## src/rtl/fp_pkg.sv

```systemverilog
// Shared constants and types for the floating-point adder datapath.
// Mantissa widths include the hidden bit; exponents are biased and unsigned.
package fp_pkg;

    localparam int MANT_W = 24;
    localparam int EXP_W  = 8;

    localparam logic [EXP_W-1:0] EXP_ALL_ONES = '1;
    localparam logic [EXP_W-1:0] EXP_MIN_NORM = EXP_W'(1);

    typedef enum logic [1:0] {
        IDLE,
        NORM,
        DONE
    } norm_state_t;

endpackage

```

## src/rtl/fp_mantissa_normalizer_shreg.sv

```systemverilog
// 24-bit working mantissa register: parallel load, or a one-bit left/right shift per cycle.
// Load wins over shifts; shifted-in bits are zero.
module fp_mantissa_normalizer_shreg
    import fp_pkg::*;
(
    input  logic              clk,
    input  logic              rst,
    input  logic              ld_mantice,
    input  logic [MANT_W-1:0] ld_data,
    input  logic              shift_left,
    input  logic              shift_right,
    output logic [MANT_W-1:0] mant_q
);

    logic [MANT_W-1:0] mant_d;

    // NOTE: every always_comb output gets a default first, so no path can infer a latch.
    always_comb begin
        mant_d = mant_q;
        if (ld_mantice) begin
            mant_d = ld_data;
        end else if (shift_left) begin
            mant_d = {mant_q[MANT_W-2:0], 1'b0};
        end else if (shift_right) begin
            mant_d = {1'b0, mant_q[MANT_W-1:1]};
        end
    end

    // NOTE: state registers use non-blocking assignments only; combinational logic uses blocking.
    always_ff @(posedge clk) begin
        if (rst) begin
            mant_q <= '0;
        end else begin
            mant_q <= mant_d;
        end
    end

endmodule

```

## src/rtl/fp_mantissa_normalizer.sv

```systemverilog
// Post-add normalizer: one left shift per cycle until the leading one reaches the MSB,
// tracking the exponent and reporting zero / overflow / underflow with a start/busy/done handshake.
module fp_mantissa_normalizer
    import fp_pkg::*;
(
    input  logic              clk,
    input  logic              rst,
    input  logic              start,
    input  logic              sum_carry,
    input  logic [MANT_W-1:0] sum_mant,
    input  logic [EXP_W-1:0]  exp_in,
    output logic              busy,
    output logic              done,
    output logic [MANT_W-1:0] mant_out,
    output logic [EXP_W-1:0]  exp_out,
    output logic              zero,
    output logic              overflow,
    output logic              underflow
);

    norm_state_t       state_q, state_d;
    logic [EXP_W-1:0]  exp_q, exp_d;
    logic              carry_q, carry_d;
    logic              zero_w_q, zero_w_d;
    logic              ovf_w_q, ovf_w_d;
    logic              unf_w_q, unf_w_d;

    logic              busy_q, busy_d;
    logic              done_q, done_d;
    logic [MANT_W-1:0] mant_out_q, mant_out_d;
    logic [EXP_W-1:0]  exp_out_q, exp_out_d;
    logic              zero_q, zero_d;
    logic              overflow_q, overflow_d;
    logic              underflow_q, underflow_d;

    logic              mant_ld;
    logic [MANT_W-1:0] mant_ld_data;
    logic              mant_shl;
    logic [MANT_W-1:0] mant_w;
    logic [EXP_W-1:0]  exp_inc;

    fp_mantissa_normalizer_shreg u_shreg (
        .clk         (clk),
        .rst         (rst),
        .ld_mantice  (mant_ld),
        .ld_data     (mant_ld_data),
        .shift_left  (mant_shl),
        .shift_right (1'b0),
        .mant_q      (mant_w)
    );

    assign exp_inc = exp_q + EXP_W'(1);

    always_comb begin
        state_d      = state_q;
        exp_d        = exp_q;
        carry_d      = carry_q;
        zero_w_d     = zero_w_q;
        ovf_w_d      = ovf_w_q;
        unf_w_d      = unf_w_q;
        busy_d       = 1'b0;
        done_d       = 1'b0;
        mant_out_d   = mant_out_q;
        exp_out_d    = exp_out_q;
        zero_d       = zero_q;
        overflow_d   = overflow_q;
        underflow_d  = underflow_q;
        mant_ld      = 1'b0;
        mant_ld_data = '0;
        mant_shl     = 1'b0;

        unique case (state_q)
            IDLE: begin
                if (start) begin
                    mant_ld      = 1'b1;
                    mant_ld_data = sum_mant;
                    exp_d        = exp_in;
                    carry_d      = sum_carry;
                    zero_w_d     = 1'b0;
                    ovf_w_d      = 1'b0;
                    unf_w_d      = 1'b0;
                    zero_d       = 1'b0;
                    overflow_d   = 1'b0;
                    underflow_d  = 1'b0;
                    busy_d       = 1'b1;
                    state_d      = NORM;
                end
            end
            NORM: begin
                busy_d = 1'b1;
                if (carry_q) begin
                    // Carry-out: fold it back in as the new MSB with one right shift.
                    mant_ld = 1'b1;
                    exp_d   = exp_inc;
                    carry_d = 1'b0;
                    if (exp_inc == EXP_ALL_ONES) begin
                        ovf_w_d      = 1'b1;
                        mant_ld_data = '0;
                    end else begin
                        mant_ld_data = {1'b1, mant_w[MANT_W-1:1]};
                    end
                    state_d = DONE;
                end else if (mant_w == '0) begin
                    zero_w_d = 1'b1;
                    exp_d    = '0;
                    state_d  = DONE;
                end else if (mant_w[MANT_W-1]) begin
                    state_d = DONE;
                end else if (exp_q <= EXP_MIN_NORM) begin
                    unf_w_d = 1'b1;
                    exp_d   = '0;
                    state_d = DONE;
                end else begin
                    mant_shl = 1'b1;
                    exp_d    = exp_q - EXP_W'(1);
                end
            end
            DONE: begin
                busy_d      = 1'b1;
                done_d      = 1'b1;
                mant_out_d  = mant_w;
                exp_out_d   = exp_q;
                zero_d      = zero_w_q;
                overflow_d  = ovf_w_q;
                underflow_d = unf_w_q;
                state_d     = IDLE;
            end
            default: state_d = IDLE;
        endcase
    end

    always_ff @(posedge clk) begin
        if (rst) begin
            state_q     <= IDLE;
            exp_q       <= '0;
            carry_q     <= 1'b0;
            zero_w_q    <= 1'b0;
            ovf_w_q     <= 1'b0;
            unf_w_q     <= 1'b0;
            busy_q      <= 1'b0;
            done_q      <= 1'b0;
            mant_out_q  <= '0;
            exp_out_q   <= '0;
            zero_q      <= 1'b0;
            overflow_q  <= 1'b0;
            underflow_q <= 1'b0;
        end else begin
            state_q     <= state_d;
            exp_q       <= exp_d;
            carry_q     <= carry_d;
            zero_w_q    <= zero_w_d;
            ovf_w_q     <= ovf_w_d;
            unf_w_q     <= unf_w_d;
            busy_q      <= busy_d;
            done_q      <= done_d;
            mant_out_q  <= mant_out_d;
            exp_out_q   <= exp_out_d;
            zero_q      <= zero_d;
            overflow_q  <= overflow_d;
            underflow_q <= underflow_d;
        end
    end

    assign busy      = busy_q;
    assign done      = done_q;
    assign mant_out  = mant_out_q;
    assign exp_out   = exp_out_q;
    assign zero      = zero_q;
    assign overflow  = overflow_q;
    assign underflow = underflow_q;

endmodule

```

## config.mk

```make
export PLATFORM = sky130hd
export DESIGN_NAME = fp_mantissa_normalizer
export DESIGN_NICKNAME = d
export VERILOG_FILES = /design/src/rtl/fp_pkg.sv /design/src/rtl/fp_mantissa_normalizer_shreg.sv /design/src/rtl/fp_mantissa_normalizer.sv
export SDC_FILE = /design/constraint.sdc
export NUM_CORES = 1
export LEC_CHECK = 0
export ABC_AREA = 1
export ABC_CLOCK_PERIOD_IN_PS = 5400
export CORE_MARGIN = 2
export CORE_UTILIZATION = 40
export DETAILED_ROUTE_END_ITERATION = 7
export GPL_TIMING_DRIVEN = 0
export PLACE_DENSITY = 0.66
export SYNTH_ARGS = -nofsm -noshare
export SYNTH_HDL_FRONTEND = slang
export SYNTH_HIERARCHICAL = 1
export SYNTH_SLANG_ARGS = --single-unit
```

## constraint.sdc

```tcl
create_clock -name clk -period 5.4 [get_ports clk]
set_input_delay 1.35 -clock clk [delete_from_list [all_inputs] [get_ports clk]]
set_output_delay 1.35 -clock clk [all_outputs]
set_load 0.01 [all_outputs]
```

==> run summary <==
Outcome: complete, no violations
Power Dens Cells: 363 nW/µm²
FF+latch count, synth: 75
Setup Skew: 0.0111 ns
Most crowded layer after global routing: met2
Worst R2R Path Depth: 14
Final ANT Viol Nets: 0
Worst Tran Pin Value: 0.535 ns
Avg Synthesized Cell Area: 7.06 µm²
Switching Share: 36.3%
Detailed Route WL: 13.1 mm
# fillers: 1031
DIE HEIGHT: 108 µm
Starting Density: 41.4%
Post-synthesis async set-or-reset flop share: 0%
Worst path bufs/invs: 4
Core area: 10400 µm²
Met3 Track Usage GR: 3.75%
Via density: 5.24
Final Max Tran Viols: 0
Static Leakage: 2.30 nW
Crit path time final: 2.95 ns
CTS Hold Bufs: 0
Total net switching power: 0.719 mW
Grt met2 use: 34.3%
Port Buffer Count: 72
DRT iter0 DRCs: 303
Adder-cell area share of the yosys netlist: 2.33%
Max_cap viols: 0
Buffer count from post-CTS setup fixing: 0
DP Wirelength: 9.60 mm
Worst Setup End Kind: flop
Final Cycle Share: 54.7%
Combinational share of power: 33.8%
H-tree levels: 3
Yosys cell types: 37
Post-synthesis sequential area ratio: 34.9%
Final hold viol count: 0
Kind of critical path: input pin to flop
Clock slew at reported path FFs: 0.09 ns
RSZ-0062 raised after global routing: no
Max rail drop VDD: 183 µV
Die W: 108 µm
Seq pwr share: 37.8%
Post-Synth Simple-Gate Area: 27.8%
Sink Count: 75
Synthesized area: 4300 µm²
TritonCTS Buffers: 9
CP max FO: 10
Fmax: 0.339 GHz
Worst skew pair latency: 0.36 ns
Int Pwr: 1.26 mW
Worst Path Required: 5.69 ns
CP Cell Sequence: clkdlybuf4s50_1 -> nand2_1 -> inv_1 -> buf_2 -> clkbuf_1 -> nand2_1 -> nand2_1 -> a22oi_1 -> a21oi_1
Initial antenna violation count: 0
Std-Cell Rows: 37
Largest family of logic cells by synthesized area: simple AND/OR/NAND/NOR gates
YS warnings: 6
Layout cell share with drive strength beyond 1: 11.6%
Wirelength per Cell: 15.7 µm
DRT Pass-1 Iters: 5
Worst Path Arrival: 3.25 ns
Slew HR: 64.3%
Root buf cell: clkbuf_8
Synth Flop Type: dfxtp_1
Hold Startpoint: unf_w_q
Reg2reg start: exp_q[0]
Total gr overflow: 0
Worst R2R Setup Slack: 2.77 ns
Hold Path Class: flop to flop
GRT Total Usage: 23.7%
First-pass GRT wire length: 21.7 mm
Worst R2R End: u_shreg/mant_q[17]
Pin count of the biggest net entering global routing: 13
Post-CTS Resized: 0
Antenna cells: 0
Fin nets: 737
Total die area: 11600 µm²
CP startpoint kind: input pin
Final count of negative-setup-slack endpoints: 0
Vias in the first global route: 4337
Fin Setup TNS: 0 ns
Post-synthesis mux area share: 0%
Sequential cell area: 1500 µm²
I/O pin total: 73
Min-Delay Path Depth: 2
Design Power: 1.98 mW
Post-synth EDFFs: 0
Synth Area in XOR/XNOR: 1.22%
Post-synthesis compound-gate area fraction: 23.7%
Synth Instances: 609
Hold Path End: unf_w_q
Slowest stage cell on the critical path: clkdlybuf4s50_1
Residual DRC: 0
Max clock buf depth: 2
Via count: 4367
Area of the multi-input gates: 2370 µm²
Clock share of power: 28.3%
Met1 Use GR: 33.9%
CP peak stage delay: 0.50 ns
GPL Wtd Cong: 0.906
Area Growth Syn to Fin: 26.9%
CTS tree: yes
Most frequent CP cell: nand2_1
Crit path max-delay family: buffers and inverters
-- how the worst max path moves through the flow --
stage	from	end	slack (ns)	depth (start not counted)
finish	start	u_shreg/mant_q[17]	2.45	9
global route	start	u_shreg/mant_q[17]	2.31	9
CTS	start	u_shreg/mant_q[1]	2.46	10
detailed placement	start	u_shreg/mant_q[1]	2.11	10
global placement	start	u_shreg/mant_q[1]	2.12	10
floorplan	start	u_shreg/mant_q[1]	2.99	9
-- registers in the layout, indices dropped and copies added (netlist names) --
| name | count |
|---|---|
| overflow | 1 |
| underflow | 1 |
| state_q | 2 |
| carry_q | 1 |
| mant_out | 24 |
| busy | 1 |
| done | 1 |
| exp_out | 8 |
| zero | 1 |
| exp_q | 8 |
| ovf_w_q | 1 |
| u_shreg/mant_q | 24 |
| unf_w_q | 1 |
| zero_w_q | 1 |
-- metrics by stage --
step	cell area (µm²)	worst slack [ns]	util (%)	hold WS (ns)	cells
after floorplan	4300	2.99	-	0.436	610
after global placement	5190	2.12	50.1	0.464	818
after detailed placement	5190	2.11	50.1	0.472	818
after CTS	5450	2.46	52.6	0.484	834
after global routing	5450	2.31	52.6	0.499	834
final	5450	2.45	52.6	0.479	834
-- worst reg2reg max path, stage by stage (launching register included) --
cell and delay, ns:
dfxtp_1 0.43, inv_1 0.16, ha_1 0.27, nor2_1 0.13, nor3_1 0.07, nand3_1 0.10, nand2_1 0.12, nor2_1 0.30
nand2_1 0.17, inv_1 0.11, buf_6 0.14, buf_2 0.26, nand2_1 0.10, o211ai_1 0.09, a21oi_1 0.10
-- per-layer routing --
| layer | vias to the layer above | wire length, µm |
|---|---|---|
| met2 | 142 | 5660 |
| met5 | - | 0 |
| met4 | 0 | 340 |
| met1 | 2008 | 6370 |
| met3 | 22 | 742 |
| li1 | 2195 | - |
-- area by class of cell --
cell class	count	area share (%)
Clock inverter	4	1.74
Timing Repair Buffer	72	13.2
Clock buffer	12	3.03
Buffer	39	4.48
Tap cell	136	3.12
Inverter	48	3.31
Multi-Input combinational cell	448	43.6
Sequential cell	75	27.5
-- logic make-up (layout without fill, tap and decap cells) --
group | count (synthesis) | in the layout
AND/OR/NAND/NOR | 257 | 257
AO/OA/AOI/OAI | 175 | 175
buffers and inverters | 87 | 175
flip-flops | 75 | 75
adder cells (fa/ha/maj) | 8 | 8
XOR/XNOR | 6 | 6
other | 1 | 2
-- cells in the mapped netlist, types with 2 or more instances --
cell,number,share of area (%)
inv_2,5,0.44
a211oi_1,2,0.35
ha_1,8,2.3
o211ai_1,21,3.7
buf_12,2,0.93
nand3_1,18,2.1
nand2_1,108,9.4
nand2_4,2,0.52
inv_1,43,3.8
and2_1,2,0.29
a21oi_1,53,6.2
nand2_2,6,0.87
nand3_2,21,4.9
clkbuf_1,15,1.3
a22oi_1,21,3.7
nor3_1,4,0.47
buf_6,5,1.3
buf_4,3,0.52
o21ai_1,22,2.6
nor2_1,89,7.8
nor2_4,3,0.79
buf_2,13,1.5
o21ai_0,49,5.7
xor2_1,5,1.0
dfxtp_1,75,35
o31ai_1,3,0.52
-- power groups by stage --
stage          Clock, mW  Sequential [mW]  Combinational (mW)
2_1_floorplan          0            0.737               0.431
3_3_place_gp           0            0.756               0.651
3_5_place_dp           0            0.756               0.662
4_1_cts            0.567            0.745               0.666
5_1_grt            0.592            0.760               0.750
6_report           0.560            0.748               0.669
-- placed cells by master, fill, tap and decap left out, types with 3 or more instances in the layout --
cell type / count
inv_1: 43
nor2_4: 3
buf_2: 13
xor2_1: 5
nor2_1: 89
o21ai_0: 49
o21ai_1: 22
clkbuf_8: 12
nand3_2: 21
o31ai_1: 3
nand2_1: 108
inv_2: 5
clkbuf_1: 15
a21oi_1: 53
ha_1: 8
dfxtp_1: 75
bufinv_16: 3
o211ai_1: 21
nand3_1: 18
nor3_1: 4
clkdlybuf4s50_1: 72
buf_6: 5
nand2_2: 6
a22oi_1: 21
buf_4: 3
Note: power is estimated with default switching activity, not from simulation.
